$ cat config.mk
export PLATFORM = sky130hd
export DESIGN_NAME = id_ex_stage
export DESIGN_NICKNAME = d
export VERILOG_FILES = /design/src/rtl/id_ex_stage.sv
export SDC_FILE = /design/constraint.sdc
export NUM_CORES = 1
export LEC_CHECK = 0
export CAP_MARGIN = 20
export CORE_AREA = 2 2 131 133
export CTS_CLUSTER_DIAMETER = 80
export DETAILED_ROUTE_END_ITERATION = 12
export DIE_AREA = 0 0 133 135
export PLACE_DENSITY = 0.74
export SYNTH_ARGS = -nofsm -noshare
export SYNTH_HDL_FRONTEND = slang
export SYNTH_SLANG_ARGS = --single-unit
$ cat constraint.sdc
create_clock -name clk -period 7.3 [get_ports clk]
set_clock_uncertainty 0.1 [all_clocks]
set_input_delay 1.095 -clock clk [delete_from_list [all_inputs] [get_ports clk]]
set_output_delay 1.095 -clock clk [all_outputs]
set_load 0.01 [all_outputs]
$ cat src/rtl/id_ex_stage.sv
// ID/EX pipeline register with load-use hazard detection (HAZARD_DETECT_EN), flush and a saturating stall counter.
// Latency: one cycle from id_* to ex_*; stall is combinational from the current ex_* and id_* values.
// Backpressure: stall asks upstream to hold PC and IF/ID while a bubble goes to EX; flush overrides stall.
module id_ex_stage #(
    parameter int DATA_W = 32,
    parameter int CNT_W  = 16
) (
    input  logic              clk,
    input  logic              reset,
    input  logic              flush,
    input  logic              id_RegDst,
    input  logic              id_Branch,
    input  logic              id_MemtoReg,
    input  logic              id_ALUSrc,
    input  logic              id_RegWrite,
    input  logic [1:0]        id_Jump,
    input  logic [1:0]        id_ALUOp,
    input  logic [1:0]        id_MemRead,
    input  logic [1:0]        id_MemWrite,
    input  logic [DATA_W-1:0] id_rd1,
    input  logic [DATA_W-1:0] id_rd2,
    input  logic [DATA_W-1:0] id_imm,
    input  logic [DATA_W-1:0] id_pc4,
    input  logic [4:0]        id_rs,
    input  logic [4:0]        id_rt,
    input  logic [4:0]        id_rd,
    output logic              ex_RegDst,
    output logic              ex_Branch,
    output logic              ex_MemtoReg,
    output logic              ex_ALUSrc,
    output logic              ex_RegWrite,
    output logic [1:0]        ex_Jump,
    output logic [1:0]        ex_ALUOp,
    output logic [1:0]        ex_MemRead,
    output logic [1:0]        ex_MemWrite,
    output logic [DATA_W-1:0] ex_rd1,
    output logic [DATA_W-1:0] ex_rd2,
    output logic [DATA_W-1:0] ex_imm,
    output logic [DATA_W-1:0] ex_pc4,
    output logic [4:0]        ex_rs,
    output logic [4:0]        ex_rt,
    output logic [4:0]        ex_rd,
    output logic              ex_valid,
    output logic              stall,
    output logic [CNT_W-1:0]  stall_cnt
);

    logic bubble;

`ifdef HAZARD_DETECT_EN
    // A load in EX whose destination feeds the ID instruction cannot forward in time.
    assign stall = ex_valid & (ex_MemRead != 2'b00) & (ex_rt != 5'd0)
                 & ((ex_rt == id_rs) | (ex_rt == id_rt)) & ~flush;

    always_ff @(posedge clk or posedge reset) begin
        if (reset) begin
            stall_cnt <= '0;
        end else if (stall && (stall_cnt != {CNT_W{1'b1}})) begin
            stall_cnt <= stall_cnt + {{(CNT_W-1){1'b0}}, 1'b1};
        end
    end
`else
    assign stall     = 1'b0;
    assign stall_cnt = '0;
`endif

    assign bubble = flush | stall;

    always_ff @(posedge clk or posedge reset) begin
        if (reset) begin
            ex_RegDst   <= 1'b0;
            ex_Branch   <= 1'b0;
            ex_MemtoReg <= 1'b0;
            ex_ALUSrc   <= 1'b0;
            ex_RegWrite <= 1'b0;
            ex_Jump     <= 2'b00;
            ex_ALUOp    <= 2'b00;
            ex_MemRead  <= 2'b00;
            ex_MemWrite <= 2'b00;
            ex_rd1      <= '0;
            ex_rd2      <= '0;
            ex_imm      <= '0;
            ex_pc4      <= '0;
            ex_rs       <= 5'd0;
            ex_rt       <= 5'd0;
            ex_rd       <= 5'd0;
            ex_valid    <= 1'b0;
        end else if (bubble) begin
            // Bubbles zero data too so nothing downstream ever sees X from a killed slot.
            ex_RegDst   <= 1'b0;
            ex_Branch   <= 1'b0;
            ex_MemtoReg <= 1'b0;
            ex_ALUSrc   <= 1'b0;
            ex_RegWrite <= 1'b0;
            ex_Jump     <= 2'b00;
            ex_ALUOp    <= 2'b00;
            ex_MemRead  <= 2'b00;
            ex_MemWrite <= 2'b00;
            ex_rd1      <= '0;
            ex_rd2      <= '0;
            ex_imm      <= '0;
            ex_pc4      <= '0;
            ex_rs       <= 5'd0;
            ex_rt       <= 5'd0;
            ex_rd       <= 5'd0;
            ex_valid    <= 1'b0;
        end else begin
            ex_RegDst   <= id_RegDst;
            ex_Branch   <= id_Branch;
            ex_MemtoReg <= id_MemtoReg;
            ex_ALUSrc   <= id_ALUSrc;
            ex_RegWrite <= id_RegWrite;
            ex_Jump     <= id_Jump;
            ex_ALUOp    <= id_ALUOp;
            ex_MemRead  <= id_MemRead;
            ex_MemWrite <= id_MemWrite;
            ex_rd1      <= id_rd1;
            ex_rd2      <= id_rd2;
            ex_imm      <= id_imm;
            ex_pc4      <= id_pc4;
            ex_rs       <= id_rs;
            ex_rt       <= id_rt;
            ex_rd       <= id_rd;
            ex_valid    <= 1'b1;
        end
    end

endmodule

==> summary.md, run 1 <==
| Metric | Value |
|---|---|
| Mean Syn Cell Area | 14.8 µm² |
| Leakage | 3.94 nW |
| Overall power | 2.08 mW |
| Final setup vio count | 0 |
| Core Region | 0.0164 mm² |
| DR iter-0 viols | roughly 120 |
| DR WL/cell | 14.9 µm |
| First-pass GRT wire length | 20700 µm |
| Initial Utilization | 0.315 |
| Gp weighted congestion | 0.800 |
| PwrDens | 230 mW/mm² |
| Number of diodes | 0 |
| Clock tree from TritonCTS | built |
| TNS Setup | 0 ns |
| Cts repair resizes | 0 |
| Synth area leaders | dfrtp_1, nor2b_1, buf_4 |
| Final Core Density | 0.551 |
| Place WS | 3.97 ns |
| Highest Signal Layer | met4 |
| RSZ-0062 raised after global routing | no |
| GRT Overall Usage | 0.153 |
| Hold Path Class | in2reg |
| Worst Path Buf+Inv | 1 |
| Hold Path Depth | 2 |
| Met3 wire len | 1340 µm |
| CP max FO | 1 |
| Synth top area share | 0.761 |
| CP Cell Sequence | clkdlybuf4s50_1 |
| Mapped cell area | 0.00516 mm² |
| Sequential area share after synthesis | 0.761 |
| Clock transition at path regs | 0.06 ns |
| Total congestion overflow | 0 |
| DR pass1 iterations | 4 |
| Status | completed |
| Crit path to | ex_rd1[7] |
| Root Buffer | clkbuf_16 |
| Synthesized instance count | 350 |
| Die X | 133 µm |
| WP data arrival | roughly 1.3 ns |
| Tmin final | around 2.5 ns |
| Required @ worst endpoint | 6.11 ns |
| Start point of the critical path | ex_rd1[7] |
| Hold-fix buffers, CTS | 0 |
| Number of global-route vias before repair | 3803 |
| PortBufs | 315 |
| CTS max path bufs | 2 |
| DRT antenna net count | 0 |
| FF+latch count, synth | about 160 |
| Share of cells above drive strength 1 | 0.0514 |
| Yosys cell types | 8 |
| # DRC | 0 |
| Setup bufs post-CTS | 0 |
| CP top delay family | buffers and inverters |
| Final max-slew violation count | 0 |
| Fin. Hold Viols | 0 |
| Max_slew headroom | 0.436 |
| Critical path depth | 1 |
| Area Growth Syn to Fin | 75.2% |
| Largest net degree at the start of global routing | 87 |
| Crit-path max cell delay | 0.54 ns |
| Die H | ~140 µm |
| DR vias/cell | 3.94 |
| Final WS setup | 4.79 ns |
| Initial antenna violation count | 0 |
| Number of synthesis warnings | 0 |
| Critical path endpoint category | output pin |
| Num CTS Buffers | 17 |
| H-tree lvl count | 4 |
| Die area | 0.0180 mm² |
| Routed wire length | 13400 µm |
| Crit path launch type | flop |
| Vias | ~3.6k |
| DRT met1 WL | ~4900 µm |
| Maximum vdd drop | 0.000141 V |
| Slowest cell on the critical path | clkdlybuf4s50_1 |
| Clk sink count | approximately 160 |
| Final nets | 828 |
| Final HPWL DP | 9860 µm |
| Final worst path period share | 0.344 |
| Row count | 47 |
| Met2 wire length | 6860 µm |
| Synth area leader | dfrtp_1 |
| Worst Max-Slew Pin Slew | 0.846 ns |
| Critical path type | reg2out |
| I/O Pins | 333 |
| Number of max-cap violations | 0 |
| Achievable Freq | 398 MHz |
[layer usage]
metal / vias to the layer above / track usage
li1: 1651 / -
met1: 1662 / 0.166
met2: 216 / 0.257
met3: 23 / 0.0646
met4: 0 / 0.0759
met5: - / 0
[sequential cells by signal (all words and copies together), names as in the netlist, 2 cells and up]
signal and flops:
ex_ALUOp 2, ex_Jump 2, ex_MemRead 2, ex_MemWrite 2
ex_imm 32, ex_pc4 32, ex_rd 5, ex_rd1 32
ex_rd2 32, ex_rs 5, ex_rt 5
[synth_stat cells]
cell	instances
dfrtp_1	157
nor2b_1	153
buf_4	30
and2b_1	3
buf_2	3
inv_1	2
clkbuf_1	1
conb_1	1
[cells in the final DEF (no fill, tap or decap), types with 3 or more instances in the layout]
master           synthesis  routed
and2b_1                  3       3
buf_4                   30       3
bufinv_16                0       3
clkbuf_16                0      17
clkdlybuf4s50_1          0     314
clkinv_2                 0       3
conb_1                   1      17
dfrtp_1                157     157
inv_6                    0       5
nor2b_1                153     153
[final cells by class]
type                    count  area [µm²]
well taps                 220         275
clock inverters            13         164
fillers                  1315        7360
clock buffers              18         429
repair buffers            318        3190
multi-input cells         173        1040
inverters                   2        12.5
flip-flops and latches    157        3930
[worst min path at each step]
stage / from / to / slack (ns)
3_5_place_dp: flush / ex_valid / 1.49
2_1_floorplan: id_MemWrite[1] / ex_MemWrite[1] / 1.13
5_1_grt: flush / ex_valid / 1.08
4_1_cts: flush / ex_valid / 1.05
3_3_place_gp: flush / ex_valid / 1.47
6_report: flush / ex_valid / 1.05
[report_power, final]
| group | switching [mW] | total, mW | internal, mW |
|---|---|---|---|
| sequential | 0.0129 | 0.927 | 0.914 |
| clock | 0.351 | 0.890 | 0.539 |
| combinational | 0.0969 | 0.267 | 0.170 |
[metrics by stage]
stage	hold WS, ns	cell area [µm²]	cells
floorplan	1.13	5220	366
CTS	1.05	9020	900
detailed placement	1.49	8430	869
global placement	1.47	8430	869
global route	1.08	9050	901
finish	1.05	9050	901
[cells by family after synthesis]
kind of cell	synth area share
and+or+nand+nor	0.190
DFF	0.761
buffers and inverters	0.0487
other	0.000726
No activity file was read; power rests on OpenSTA's default activity.
==> run 2: changes to the inputs <==
CORE_AREA = 2 2 129 131   (was 2 2 131 133)
DIE_AREA = 0 0 131 133   (was 0 0 133 135)
PLACE_DENSITY = 0.79   (was 0.74)
clock period = 2.3 ns   (was 7.3 ns; I/O delays follow)
==> run 2 against run 1 <==
Die area fell by 3.0%. Largest cell class unchanged. Setup slack got worse by 4.2 ns. Power rose to 3.1 times the previous value. Critical endpoint is now ex_rd1[31]. Sequential share of layout area fell by 0.11 points. Hold slack got worse by 0.88 ns. Flip-flop and latch count did not move. Combinational power rose to 3.2 times the previous value. Critical path depth did not move. Sequential power rose to 3.2 times the previous value. Global-route usage rose by 0.96 points. Largest power group unchanged.
==> summary.md, run 2 (synthesis results as in run 1) <==
| Metric | Value |
|---|---|
| Vias | 3663 (+3.1%) |
| Row count | 47 (unchanged) |
| CP max FO | 1 (unchanged) |
| DR pass1 iterations | 4 (unchanged) |
| DR iter-0 viols | 71 (-41%) |
| Slowest cell on the critical path | clkdlybuf4s50_1 |
| Final HPWL DP | 10500 µm (+7.0%) |
| Die X | 131 µm (-1.5%) |
| PortBufs | 315 (unchanged) |
| CP Cell Sequence | clkdlybuf4s50_1 |
| PwrDens | 703 mW/mm² (+210%) |
| Worst Path Buf+Inv | 1 (unchanged) |
| DR vias/cell | 4.04 (+2.4%) |
| Cts repair resizes | 0 (unchanged) |
| Met3 wire len | 1320 µm (-1.6%) |
| Core Region | 0.0162 mm² (-1.4%) |
| Routed wire length | 13900 µm (+3.7%) |
| Num CTS Buffers | 17 (unchanged) |
| I/O Pins | 333 (unchanged) |
| Die H | 133 µm (-1.5%) |
| Critical path depth | 1 (unchanged) |
| Root Buffer | clkbuf_16 |
| Start point of the critical path | ex_rd1[31] |
| Final Core Density | 0.561 (+0.00941) |
| Number of global-route vias before repair | 4061 (+6.8%) |
| Setup bufs post-CTS | 0 (unchanged) |
| Filler Cells Inserted | 1303 (-0.91%) |
| Total congestion overflow | 0 (unchanged) |
| Fin. Hold Viols | 0 (unchanged) |
| CTS max path bufs | 2 (unchanged) |
| RSZ-0062 raised after global routing | no |
| Die area | 0.0174 mm² (-3.0%) |
| Commonest non-fill, non-tap cell in the layout | clkdlybuf4s50_1 |
| Gp weighted congestion | 0.771 (-3.7%) |
| Clock tree from TritonCTS | built |
| Achievable Freq | 567 MHz |
| Clock transition at path regs | 0.06 ns (about the same) |
| Required @ worst endpoint | 1.86 ns (-4.25 ns) |
| DR WL/cell | 15.4 µm (+3.0%) |
| Hold slack | 0.173 ns (-0.878 ns) |
| Final setup vio count | 0 (unchanged) |
| Clk sink count | 157 (unchanged) |
| Area Growth Syn to Fin | 75.6% |
| CP top delay family | buffers and inverters |
| WP data arrival | 1.32 ns (about the same) |
| Crit path launch type | flop |
| DRT antenna net count | 0 (unchanged) |
| # DRC | 0 (unchanged) |
| H-tree lvl count | 4 (unchanged) |
| Critical path type | reg2out |
| Initial Utilization | 0.319 (+0.00458) |
| Highest Signal Layer | met4 |
| Final worst path period share | 0.766 |
| DRT met1 WL | 4640 µm (-5.6%) |
| Largest net degree at the start of global routing | 80 (-8.0%) |
| Share of cells above drive strength 1 | 0.0597 (+0.00828) |
| Hold-fix buffers, CTS | 0 (unchanged) |
| Initial antenna violation count | 0 (unchanged) |
| Status | completed |
| Hold Path Class | in2reg |
| Maximum vdd drop | 0.000444 V (+210%) |
| GRT Overall Usage | 0.162 (+0.00957) |
| Crit-path max cell delay | 0.58 ns (+0.04 ns) |
| Tmin final | 1.76 ns |
| Critical path endpoint category | output pin |
| Number of diodes | 0 (unchanged) |
| Most frequent cells in the layout | clkdlybuf4s50_1, dfrtp_1, nor2b_1 |
| Number of max-cap violations | 0 (unchanged) |
| Final max-slew violation count | 0 (unchanged) |
| First-pass GRT wire length | 21200 µm (+2.7%) |
| Footprint of the multi-input gates | 0.00104 mm² (unchanged) |
| Crit path to | ex_rd1[31] |
| Leakage | 3.94 nW (about the same) |
| Seq. cell area | 0.00393 mm² (unchanged) |
| Final nets | 833 (+0.60%) |
| Met2 wire length | 7480 µm (+9.0%) |
run 2: cell count changes in the layout (fill, tap and decap cells not counted):
cell        change
buf_12          +4
buf_16          -1
buf_4           +2
bufinv_16       -3
clkbuf_8        +1
clkinv_2        -2
clkinv_4        +2
clkinvlp_4      +4
inv_6           -2
inv_8           +1
run 2: through the flow:
step	power, mW	worst slack, ns	instances	setup TNS (ns)	area, µm²
floorplan	3.28	-0.132	366	-20.71	5230
global placement	3.85	0.951	875	0	8520
detailed placement	3.87	0.951	875	0	8520
CTS	6.47	0.491	907	0	9070
global route	6.67	0.474	907	0	9070
finish	6.37	0.538	907	0	9070
run 2: area by class of cell:
| type | instances | area share |
|---|---|---|
| Clock buffer | 19 | 0.0488 |
| Clock inverter | 13 | 0.0117 |
| Inverter | 2 | 0.00124 |
| Multi-Input combinational cell | 173 | 0.115 |
| Sequential cell | 157 | 0.433 |
| Tap cell | 220 | 0.0304 |
| Timing Repair Buffer | 323 | 0.360 |
run 2: how the worst min path moves through the flow:
stage	depth (start not counted)	endpoint	slack [ns]	startpoint
final	2	ex_valid	0.17	flush
after global routing	2	ex_valid	0.16	flush
after CTS	2	ex_valid	0.16	flush
after detailed placement	2	ex_valid	0.59	flush
after global placement	2	ex_valid	0.58	flush
after floorplan	1	ex_MemWrite[1]	0.38	id_MemWrite[1]
run 2: power by group:
group	switching, mW	internal [mW]
clock	1.14	1.43
sequential	0.0392	2.90
combinational	0.314	0.551
run 2: layer usage:
| layer | vias up | track usage |
|---|---|---|
| met1 | 1756 | 0.162 |
| li1 | 1664 | - |
| met5 | - | 0 |
| met3 | 31 | 0.0586 |
| met4 | 0 | 0.0851 |
| met2 | 212 | 0.290 |
